### src/rtl/piece_spawner.sv
// Moves the 4-cell piece from the preview box onto the top of the playfield, checks the
// spawn cells for a collision, clears the preview and publishes the active cell addresses.
module piece_spawner #(
  parameter logic [7:0]  PreviewBase  = 8'd240,
  parameter int unsigned PreviewW     = 3,
  parameter int unsigned PreviewCells = 12,
  parameter int unsigned FieldW       = 10,
  parameter int unsigned SpawnCol     = 4
) (
  input  logic       clk_i,
  input  logic       rst_ni,
  input  logic       en_i,
  input  logic [7:0] rdata_i,
  output logic       we_o,
  output logic [7:0] addr_o,
  output logic [7:0] wdata_o,
  output logic       busy_o,
  output logic       done_o,
  output logic       game_over_o,
  output logic       bad_piece_o,
  output logic [7:0] colour_o,
  output logic [7:0] act_1_addr_o,
  output logic [7:0] act_2_addr_o,
  output logic [7:0] act_3_addr_o,
  output logic [7:0] act_4_addr_o
);

  typedef enum logic [2:0] {StIdle, StScan, StCheck, StWrite, StClear, StDone} state_e;

  localparam logic [3:0] LastCell = 4'(PreviewCells - 1);
  localparam logic [1:0] LastCol  = 2'(PreviewW - 1);

  state_e          state_q, state_d;
  logic            en_q;
  logic            ph_q, ph_d;
  logic [3:0]      idx_q, idx_d;
  logic [1:0]      row_q, row_d;
  logic [1:0]      col_q, col_d;
  logic [3:0]      cnt_q, cnt_d;
  logic            hit_q, hit_d;
  logic [7:0]      scol_q, scol_d;
  logic [3:0][7:0] tgt_q, tgt_d;
  logic [3:0][7:0] act_q, act_d;
  logic [7:0]      colour_q, colour_d;
  logic            we_q, we_d;
  logic [7:0]      addr_q, addr_d;
  logic [7:0]      wdata_q, wdata_d;
  logic            go_q, go_d;
  logic            bad_q, bad_d;

  logic            cell_hit;
  logic            any_hit;
  logic [3:0]      cnt_inc;

  function automatic logic [7:0] target(input logic [1:0] row, input logic [1:0] col);
    int unsigned t;
    t = 32'(row) * FieldW + SpawnCol + 32'(col);
    return t[7:0];
  endfunction

  assign cell_hit = (rdata_i != 8'd0);
  assign cnt_inc  = cnt_q + {3'b000, cell_hit};
  // Once game over is latched every later spawn is refused at the collision check.
  assign any_hit  = hit_q | cell_hit | go_q;

  always_comb begin
    state_d  = state_q;
    ph_d     = ph_q;
    idx_d    = idx_q;
    row_d    = row_q;
    col_d    = col_q;
    cnt_d    = cnt_q;
    hit_d    = hit_q;
    scol_d   = scol_q;
    tgt_d    = tgt_q;
    act_d    = act_q;
    colour_d = colour_q;
    go_d     = go_q;
    bad_d    = bad_q;
    we_d     = 1'b0;
    wdata_d  = 8'd0;
    addr_d   = addr_q;

    unique case (state_q)
      StIdle: begin
        addr_d = 8'd0;
        if (en_i && !en_q) begin
          state_d = StScan;
          addr_d  = PreviewBase;
          ph_d    = 1'b0;
          idx_d   = 4'd0;
          row_d   = 2'd0;
          col_d   = 2'd0;
          cnt_d   = 4'd0;
          hit_d   = 1'b0;
          scol_d  = 8'd0;
        end
      end
      StScan: begin
        ph_d = ~ph_q;
        if (ph_q) begin
          if (cell_hit) begin
            if (cnt_q < 4'd4) tgt_d[cnt_q[1:0]] = target(row_q, col_q);
            if (cnt_q == 4'd0) scol_d = rdata_i;
          end
          cnt_d = cnt_inc;
          if (idx_q == LastCell) begin
            idx_d = 4'd0;
            if (cnt_inc == 4'd4) begin
              state_d = StCheck;
              addr_d  = tgt_d[0];
            end else begin
              state_d = StDone;
              bad_d   = 1'b1;
              addr_d  = 8'd0;
            end
          end else begin
            idx_d  = idx_q + 4'd1;
            addr_d = PreviewBase + 8'(idx_q) + 8'd1;
            if (col_q == LastCol) begin
              col_d = 2'd0;
              row_d = row_q + 2'd1;
            end else begin
              col_d = col_q + 2'd1;
            end
          end
        end
      end
      StCheck: begin
        ph_d = ~ph_q;
        if (ph_q) begin
          hit_d = any_hit;
          if (idx_q == 4'd3) begin
            idx_d = 4'd0;
            if (any_hit) begin
              state_d = StDone;
              go_d    = 1'b1;
              addr_d  = 8'd0;
            end else begin
              state_d  = StWrite;
              we_d     = 1'b1;
              addr_d   = tgt_q[0];
              wdata_d  = scol_q;
              act_d    = tgt_q;
              colour_d = scol_q;
            end
          end else begin
            idx_d  = idx_q + 4'd1;
            addr_d = tgt_q[idx_q[1:0] + 2'd1];
          end
        end
      end
      StWrite: begin
        we_d = 1'b1;
        if (idx_q == 4'd3) begin
          state_d = StClear;
          idx_d   = 4'd0;
          addr_d  = PreviewBase;
        end else begin
          idx_d   = idx_q + 4'd1;
          addr_d  = tgt_q[idx_q[1:0] + 2'd1];
          wdata_d = scol_q;
        end
      end
      StClear: begin
        if (idx_q == LastCell) begin
          state_d = StDone;
          idx_d   = 4'd0;
          addr_d  = 8'd0;
        end else begin
          we_d   = 1'b1;
          idx_d  = idx_q + 4'd1;
          addr_d = PreviewBase + 8'(idx_q) + 8'd1;
        end
      end
      StDone: begin
        state_d = StIdle;
        addr_d  = 8'd0;
      end
      default: begin
        state_d = StIdle;
        addr_d  = 8'd0;
      end
    endcase
  end

  always_ff @(posedge clk_i or negedge rst_ni) begin
    if (!rst_ni) begin
      state_q  <= StIdle;
      en_q     <= 1'b0;
      ph_q     <= 1'b0;
      idx_q    <= 4'd0;
      row_q    <= 2'd0;
      col_q    <= 2'd0;
      cnt_q    <= 4'd0;
      hit_q    <= 1'b0;
      scol_q   <= 8'd0;
      tgt_q    <= '0;
      act_q    <= '0;
      colour_q <= 8'd0;
      we_q     <= 1'b0;
      addr_q   <= 8'd0;
      wdata_q  <= 8'd0;
      go_q     <= 1'b0;
      bad_q    <= 1'b0;
    end else begin
      state_q  <= state_d;
      en_q     <= en_i;
      ph_q     <= ph_d;
      idx_q    <= idx_d;
      row_q    <= row_d;
      col_q    <= col_d;
      cnt_q    <= cnt_d;
      hit_q    <= hit_d;
      scol_q   <= scol_d;
      tgt_q    <= tgt_d;
      act_q    <= act_d;
      colour_q <= colour_d;
      we_q     <= we_d;
      addr_q   <= addr_d;
      wdata_q  <= wdata_d;
      go_q     <= go_d;
      bad_q    <= bad_d;
    end
  end

  assign we_o         = we_q;
  assign addr_o       = addr_q;
  assign wdata_o      = wdata_q;
  assign busy_o       = (state_q != StIdle);
  assign done_o       = (state_q == StDone);
  assign game_over_o  = go_q;
  assign bad_piece_o  = bad_q;
  assign colour_o     = colour_q;
  assign act_1_addr_o = act_q[0];
  assign act_2_addr_o = act_q[1];
  assign act_3_addr_o = act_q[2];
  assign act_4_addr_o = act_q[3];

endmodule
### config.mk
export PLATFORM = sky130hd
export DESIGN_NAME = piece_spawner
export DESIGN_NICKNAME = d
export VERILOG_FILES = /design/src/rtl/piece_spawner.sv
export SDC_FILE = /design/constraint.sdc
export NUM_CORES = 1
export LEC_CHECK = 0
export ABC_AREA = 1
export ABC_CLOCK_PERIOD_IN_PS = 1800
export CORE_ASPECT_RATIO = 1.25
export CORE_MARGIN = 3
export CORE_UTILIZATION = 46
export CTS_BUF_LIST = sky130_fd_sc_hd__clkbuf_2 sky130_fd_sc_hd__clkbuf_4 sky130_fd_sc_hd__clkbuf_8
export DETAILED_ROUTE_END_ITERATION = 6
export GPL_ROUTABILITY_DRIVEN = 1
export PLACE_DENSITY = 0.73
export SYNTH_ARGS = -nofsm -noshare
export SYNTH_HDL_FRONTEND = slang
export SYNTH_SLANG_ARGS = --single-unit
### constraint.sdc
create_clock -name clk_i -period 1.8 [get_ports clk_i]
set_input_delay 0.18 -clock clk_i [delete_from_list [all_inputs] [get_ports clk_i]]
set_output_delay 0.18 -clock clk_i [all_outputs]
set_load 0.01 [all_outputs]
* Word-level counts from Yosys, hierarchy flattened
Index checks and enable logic that the tools add are counted.
** Storage, ports and cells
- Register bits after elaboration :: 117
- Logic and storage cells :: 151
- Output and inout port bits :: 61
- Input port bits :: 11
** Operators by class
- Bitwise logic cells :: 5
- Equality and inequality tests :: 20
- Multiplexer cells :: 63
- Add/subtract/negate cells :: 9
- Magnitude comparators :: 4
- Multipliers :: 1
- Reduce and logical (&&, ||, !) cells :: 26
** Operators with widths (count)
- 2-to-1 mux 8 bit :: 21
- one-hot mux 8 bit (5 select lines) :: 1
- bitwise mux 32 bit :: 1
- one-hot mux 8 bit (2 select lines) :: 2
- 2-to-1 mux 3 bit :: 9
- 2-to-1 mux 4 bit :: 6
- AND reduction 4 bit :: 6
- inequality test 2 bit (second input constant) :: 11
- one-hot mux 4 bit (5 select lines) :: 1
- binary-select mux 8 bit (select 2 bit) :: 1
- demux 8 bit (select 2 bit) :: 1
- one-hot mux 3 bit (5 select lines) :: 1
- 2-to-1 mux 2 bit :: 7
- AND reduction 5 bit :: 2
- adder 7 x 2 -> 8 bit :: 1
- one-hot mux 2 bit (2 select lines) :: 2
- one-hot mux 4 bit (2 select lines) :: 1
- nonzero test 8 bit :: 1
- adder 6 x 2 -> 7 bit (second input constant) :: 1
- adder 6 x 3 -> 7 bit (second input constant) :: 1
- AND reduction 7 bit :: 1
- adder 2 x 1 -> 2 bit (second input constant) :: 3
- adder 5 x 5 -> 6 bit (first input constant) :: 1
- == test 3 x 2 -> 1 bit (second input constant) :: 2
- 27 further kinds :: 44

* Longest topological paths before layout
- Word-level depth :: 11
- Gate-level depth with buffers :: 18
- Depth with buffers taken out :: 18

* Worst setup path before layout
OpenSTA, ideal clock, no wires.
- Path kind :: input to register
- From :: input port rdata_i[3]
- To :: register addr_q[6] (netlist: addr_o[6])
- Library setup time :: 0.065 ns
- Data required time :: 1.735 ns
- Data arrival time :: 1.882 ns
- Path buffers :: 0
- Stages on the path :: 17
- Path slack :: -0.147 ns
- Cells stage by stage :: nor2_1 -> nand2_1 -> inv_1 -> nand2_1 -> ha_1 -> ha_1 -> nor2_1 -> inv_1 -> nor2_1 -> nand2_1 -> inv_1 -> nand2_1 -> o21ai_0 -> nand2_1 -> nand2_1 -> nand2_1 -> nand2_1
** Between the ends
- Word-level cells in the longest chain between the ends :: 7
- Elaborated cells between the ends (all ways) :: 13
- Classes of those cells :: add/sub (1); eq/ne (1); mux (8); bitwise (2); reduce/logical (1)
** Ends and longest elaborated chain
- start, declared :: RTL line 13 : input logic [7:0] rdata_i,
- nonzero test 8 bit (*) :: RTL line 61 : assign cell_hit = (rdata_i != 8'd0);
- adder 4 x 1 -> 4 bit or bitwise OR 1 bit (tied branches) :: RTL line 62, 64
- == test 4 x 3 -> 1 bit or bitwise OR 1 bit (tied branches) :: RTL line 109, 64
- 2-to-1 mux 8 bit (on tied branches) :: RTL line 109, 135
- 2-to-1 mux 8 bit (on tied branches) :: RTL line 107, 133
- 2-to-1 mux 8 bit (on tied branches) :: RTL line 101, 131
- one-hot mux 8 bit (5 select lines) (*) :: RTL line 84 : unique case (state_q)
- end signal, assigned :: RTL line 220 : addr_q <= addr_d;
- end, declared :: RTL line 46 : logic [7:0] addr_q, addr_d;
Mark *: on every way between the ends. The rest lies on a longest branch, timed or not. The select of a mux whose other input is x is not followed.
A chain may end at the register's enable or synchronous reset.

* Worst setup path after layout
- From :: register cnt_q[0]
- To :: register state_q[0]
** Between the ends
- Word-level cells in the longest chain between the ends :: 6
** Ends and longest elaborated chain
- start, declared :: RTL line 39 : logic [3:0] cnt_q, cnt_d;
- start signal, assigned :: RTL line 213 : cnt_q <= cnt_d;
- adder 4 x 1 -> 4 bit :: RTL line 62 : assign cnt_inc = cnt_q + {3'b000, cell_hit};
- == test 4 x 3 -> 1 bit :: RTL line 109 : if (cnt_inc == 4'd4) begin
- 2-to-1 mux 3 bit :: RTL line 109
- 2-to-1 mux 3 bit :: RTL line 107 : if (idx_q == LastCell) begin
- 2-to-1 mux 3 bit :: RTL line 101 : if (ph_q) begin
- one-hot mux 3 bit (5 select lines) :: RTL line 84
- end signal, assigned :: RTL line 189 : state_q <= StIdle;
- end signal, assigned :: RTL line 207 : state_q <= state_d;
- end, declared :: RTL line 33 : state_e state_q, state_d;
No other way between the ends. The select of a mux whose other input is x is not followed.

==> flow_summary.yaml <==
status:
  status: "finished, final reports clean"
worst_setup_path:
  worstSetupEndpointType: "flop"
  cp.arrival_ps: 2020
  path_common_cell: "nor2_2"
  required_ps: 2050
  critPathMaxStageDelay_ps: 420
  crit_path_cell_trace: "ha_4 -> ha_4 -> nor2_2 -> inv_1 -> nor2_2 -> nand2_2 -> clkinv_4 -> nor2_2 -> o31ai_1 -> o21ai_1"
  critPathSlowestCell: "dfrtp_1"
  startpoint_type: "flop"
  critPathMaxFanout: 8
  worstSetupPathType: "flop to flop"
global_route:
  grt_max_degree: 39
  grtUsageTotal_pct: 22.92
  grt_pass1_vias: 4516
  overflow: 0
  antenna_found_initial: 0
  grt_pass1_wl_um: 22230
timing:
  setup_viol_count_final: 0
  rsz0062_at_grt: "true"
  post-route-period-util_pct: 98.15
  finalCriticalPeriod_ps: 1767
  tns_ps: 0
  fmax_ghz: 0.5660
  clock_skew_ps: 12.84
  hold_viol_final: 0
  setup_slack_ps: 33.23
  drv_slew: 0
  max-slew-margin-rel_pct: 64.06
  tightestPinTransition_ps: 539.1
floorplanning:
  die_h_um: 123.7
  rows: 42
  die_width_um: 100.2
  start_util_pct: 47.58
  ioPinCount: 72
  die-area_mm2: 0.01240
  core-area_mm2: 0.01072
power:
  ir_worst_vdd_mv: 0.8390
  leakagePower_uw: 0.003206
  power_uw: 9071
  power_density_mw_per_mm2: 1327
finish:
  fin_nets: 753
  fin_cells: 871
  fill_cells: 915
  drive_gt1_share_pct: 22.33
  area_delta_synth_final_pct: 34.00
  diodes: 0
clock_tree:
  clkTransAtPathRegs_ps: 110
  cts_tree: "built"
  h-tree-depth: 3
  cts_made_buffers: 9
  cts.sinks: 105
  insertion_delay_ps: 370
  root_buffer: "clkbuf_8"
  cts.path.max_buffers: 2
logic_synthesis:
  netlist_area_mm2: 0.005101
  async_flop_share_pct: 100.0
  ys_warn_count: 0
  yosys.cell_count.top_type: "nand2_1"
  netlist.area_leader.share_pct: 51.51
  syn-instance-count: 603
  synth_largest_area_cell: "dfrtp_1"
  synth_cell_type_count: 38
  synth-edff-count: 0
  ys_seq_elements: 105
  synth_ff_type: "dfrtp_1"
  netlist_top_cells_area: "dfrtp_1, nand2_1, o21ai_0"
  ys_seq_area_share_pct: 51.51
  ys_top_cells_by_count: "nand2_1, dfrtp_1, o21ai_0"
  avgSynthCellArea_um2: 8.460
route:
  num_vias: 4715
  drc: 0
  routed_wl_um: 14090
  drt_iter0_drc: 313
  wl_per_cell_um: 16.18
  drtPass1Iterations: 5
  ant_nets: 0
  vias_per_cell: 5.413
placed_design:
  hpwl_um: 10700
  placedCellCount: 843
  numPortBuffers: 65
  pre_cts_ws_ps: -554.2
  gp_congestion: 0.9780
job:
  cap_viol_max_count: 0
worst_hold_path:
  hold_class: "primary input to flop"
==> metal layers <==
| layer | track usage [%] | wire length [µm] |
|---|---|---|
| met1 | 28.71 | 5686 |
| met2 | 40.05 | 7112 |
| met3 | 3.922 | 881 |
| met4 | 7.919 | 412 |
| met5 | 0 | 0 |
==> critical path: cells and delay by family (launching register included) <==
| family | cells | cell delay [ps] |
|---|---|---|
| DFF | 1 | 420 |
| adders and majority gates | 2 | 390 |
| and+or+nand+nor | 4 | 340 |
| AOI/OAI and AO/OA | 2 | 340 |
| buffers and inverters | 2 | 170 |
==> kinds of logic after synthesis <==
logic type,Yosys count,synth area share [%]
other,1,0.07351
buffers and inverters,104,8.756
xor gates and xnor gates,3,0.5152
AOI/OAI and AO/OA,127,13.27
DFF,105,51.51
adders and majority gates,8,1.962
muxes,8,2.109
and+or+nand+nor,247,21.81
==> area by class of cell <==
class	count	area (µm²)	area share, %
flip-flops and latches	105	2629	38.46
multi-input cells	399	2251	32.93
repair buffers	140	1292	18.91
inverters	79	311.5	4.558
well taps	132	165.2	2.416
clock buffers	9	123.9	1.812
clock inverters	7	62.56	0.9152
==> sequential cells by signal, indices dropped and copies added, names as in the netlist <==
register	flops
hit_q	1
act_4_addr_o	6
act_1_addr_o	8
bad_piece_o	1
idx_q	4
state_q	3
act_3_addr_o	6
ph_q	1
game_over_o	1
col_q	2
tgt_q	26
scol_q	8
addr_o	8
wdata_o	8
cnt_q	4
we_o	1
row_q	2
colour_o	8
en_q	1
act_2_addr_o	6
==> per-stage QoR <==
stage | hold slack, ps | cell area (µm²) | util [%]
3_5_place_dp | 192.2 | 6351 | 59.24
4_1_cts | 214.3 | 6584 | 61.41
5_1_grt | 248.3 | 6835 | 63.76
2_1_floorplan | -115.6 | 5150 | -
3_3_place_gp | 186.9 | 6351 | 59.24
6_report | 218.1 | 6835 | 63.76
==> cell usage in the layout (no fill, tap or decap), types with 7 or more instances in the layout <==
cell             instances
nor3_1                  12
clkdlybuf4s50_1         54
dfrtp_1                104
nand2_1                136
nor2_2                   8
nand3_1                 23
o21ai_0                 66
buf_4                   65
nor2_4                   7
o21ai_1                 22
dlygate4sd2_1            9
clkbuf_8                 9
nand3_2                 11
nor2_1                  21
inv_1                   69
nand4_1                  9
nand2_2                 11
a21oi_1                 20
==> report_power, final <==
part	internal, µW	switching [µW]
sequential	2840	373
clock	530	878
combinational	1750	2700
==> final timing paths <==
check	startpoint	end	slack, ps	cells after the start
min in group asynchronous	rst_ni	colour_o[6]	320	2
max in group asynchronous	rst_ni	scol_q[3]	940	3
hold reg to reg	bad_piece_o	bad_piece_o	490	1
setup reg to reg	cnt_q[0]	state_q[0]	30	10
hold / removal	rdata_i[1]	scol_q[1]	220	3
setup / recovery	cnt_q[0]	state_q[0]	30	10
==> timing repair <==
action	CTS	global route
buffers inserted	3	8
gates cloned	0	0
setup endpoints to repair	25	48
gates resized for setup	24	51
endpoints found under the hold margin	35	0
pin swaps	10	22
hold buffers	1	0
Note: power is estimated with default switching activity, not from simulation.
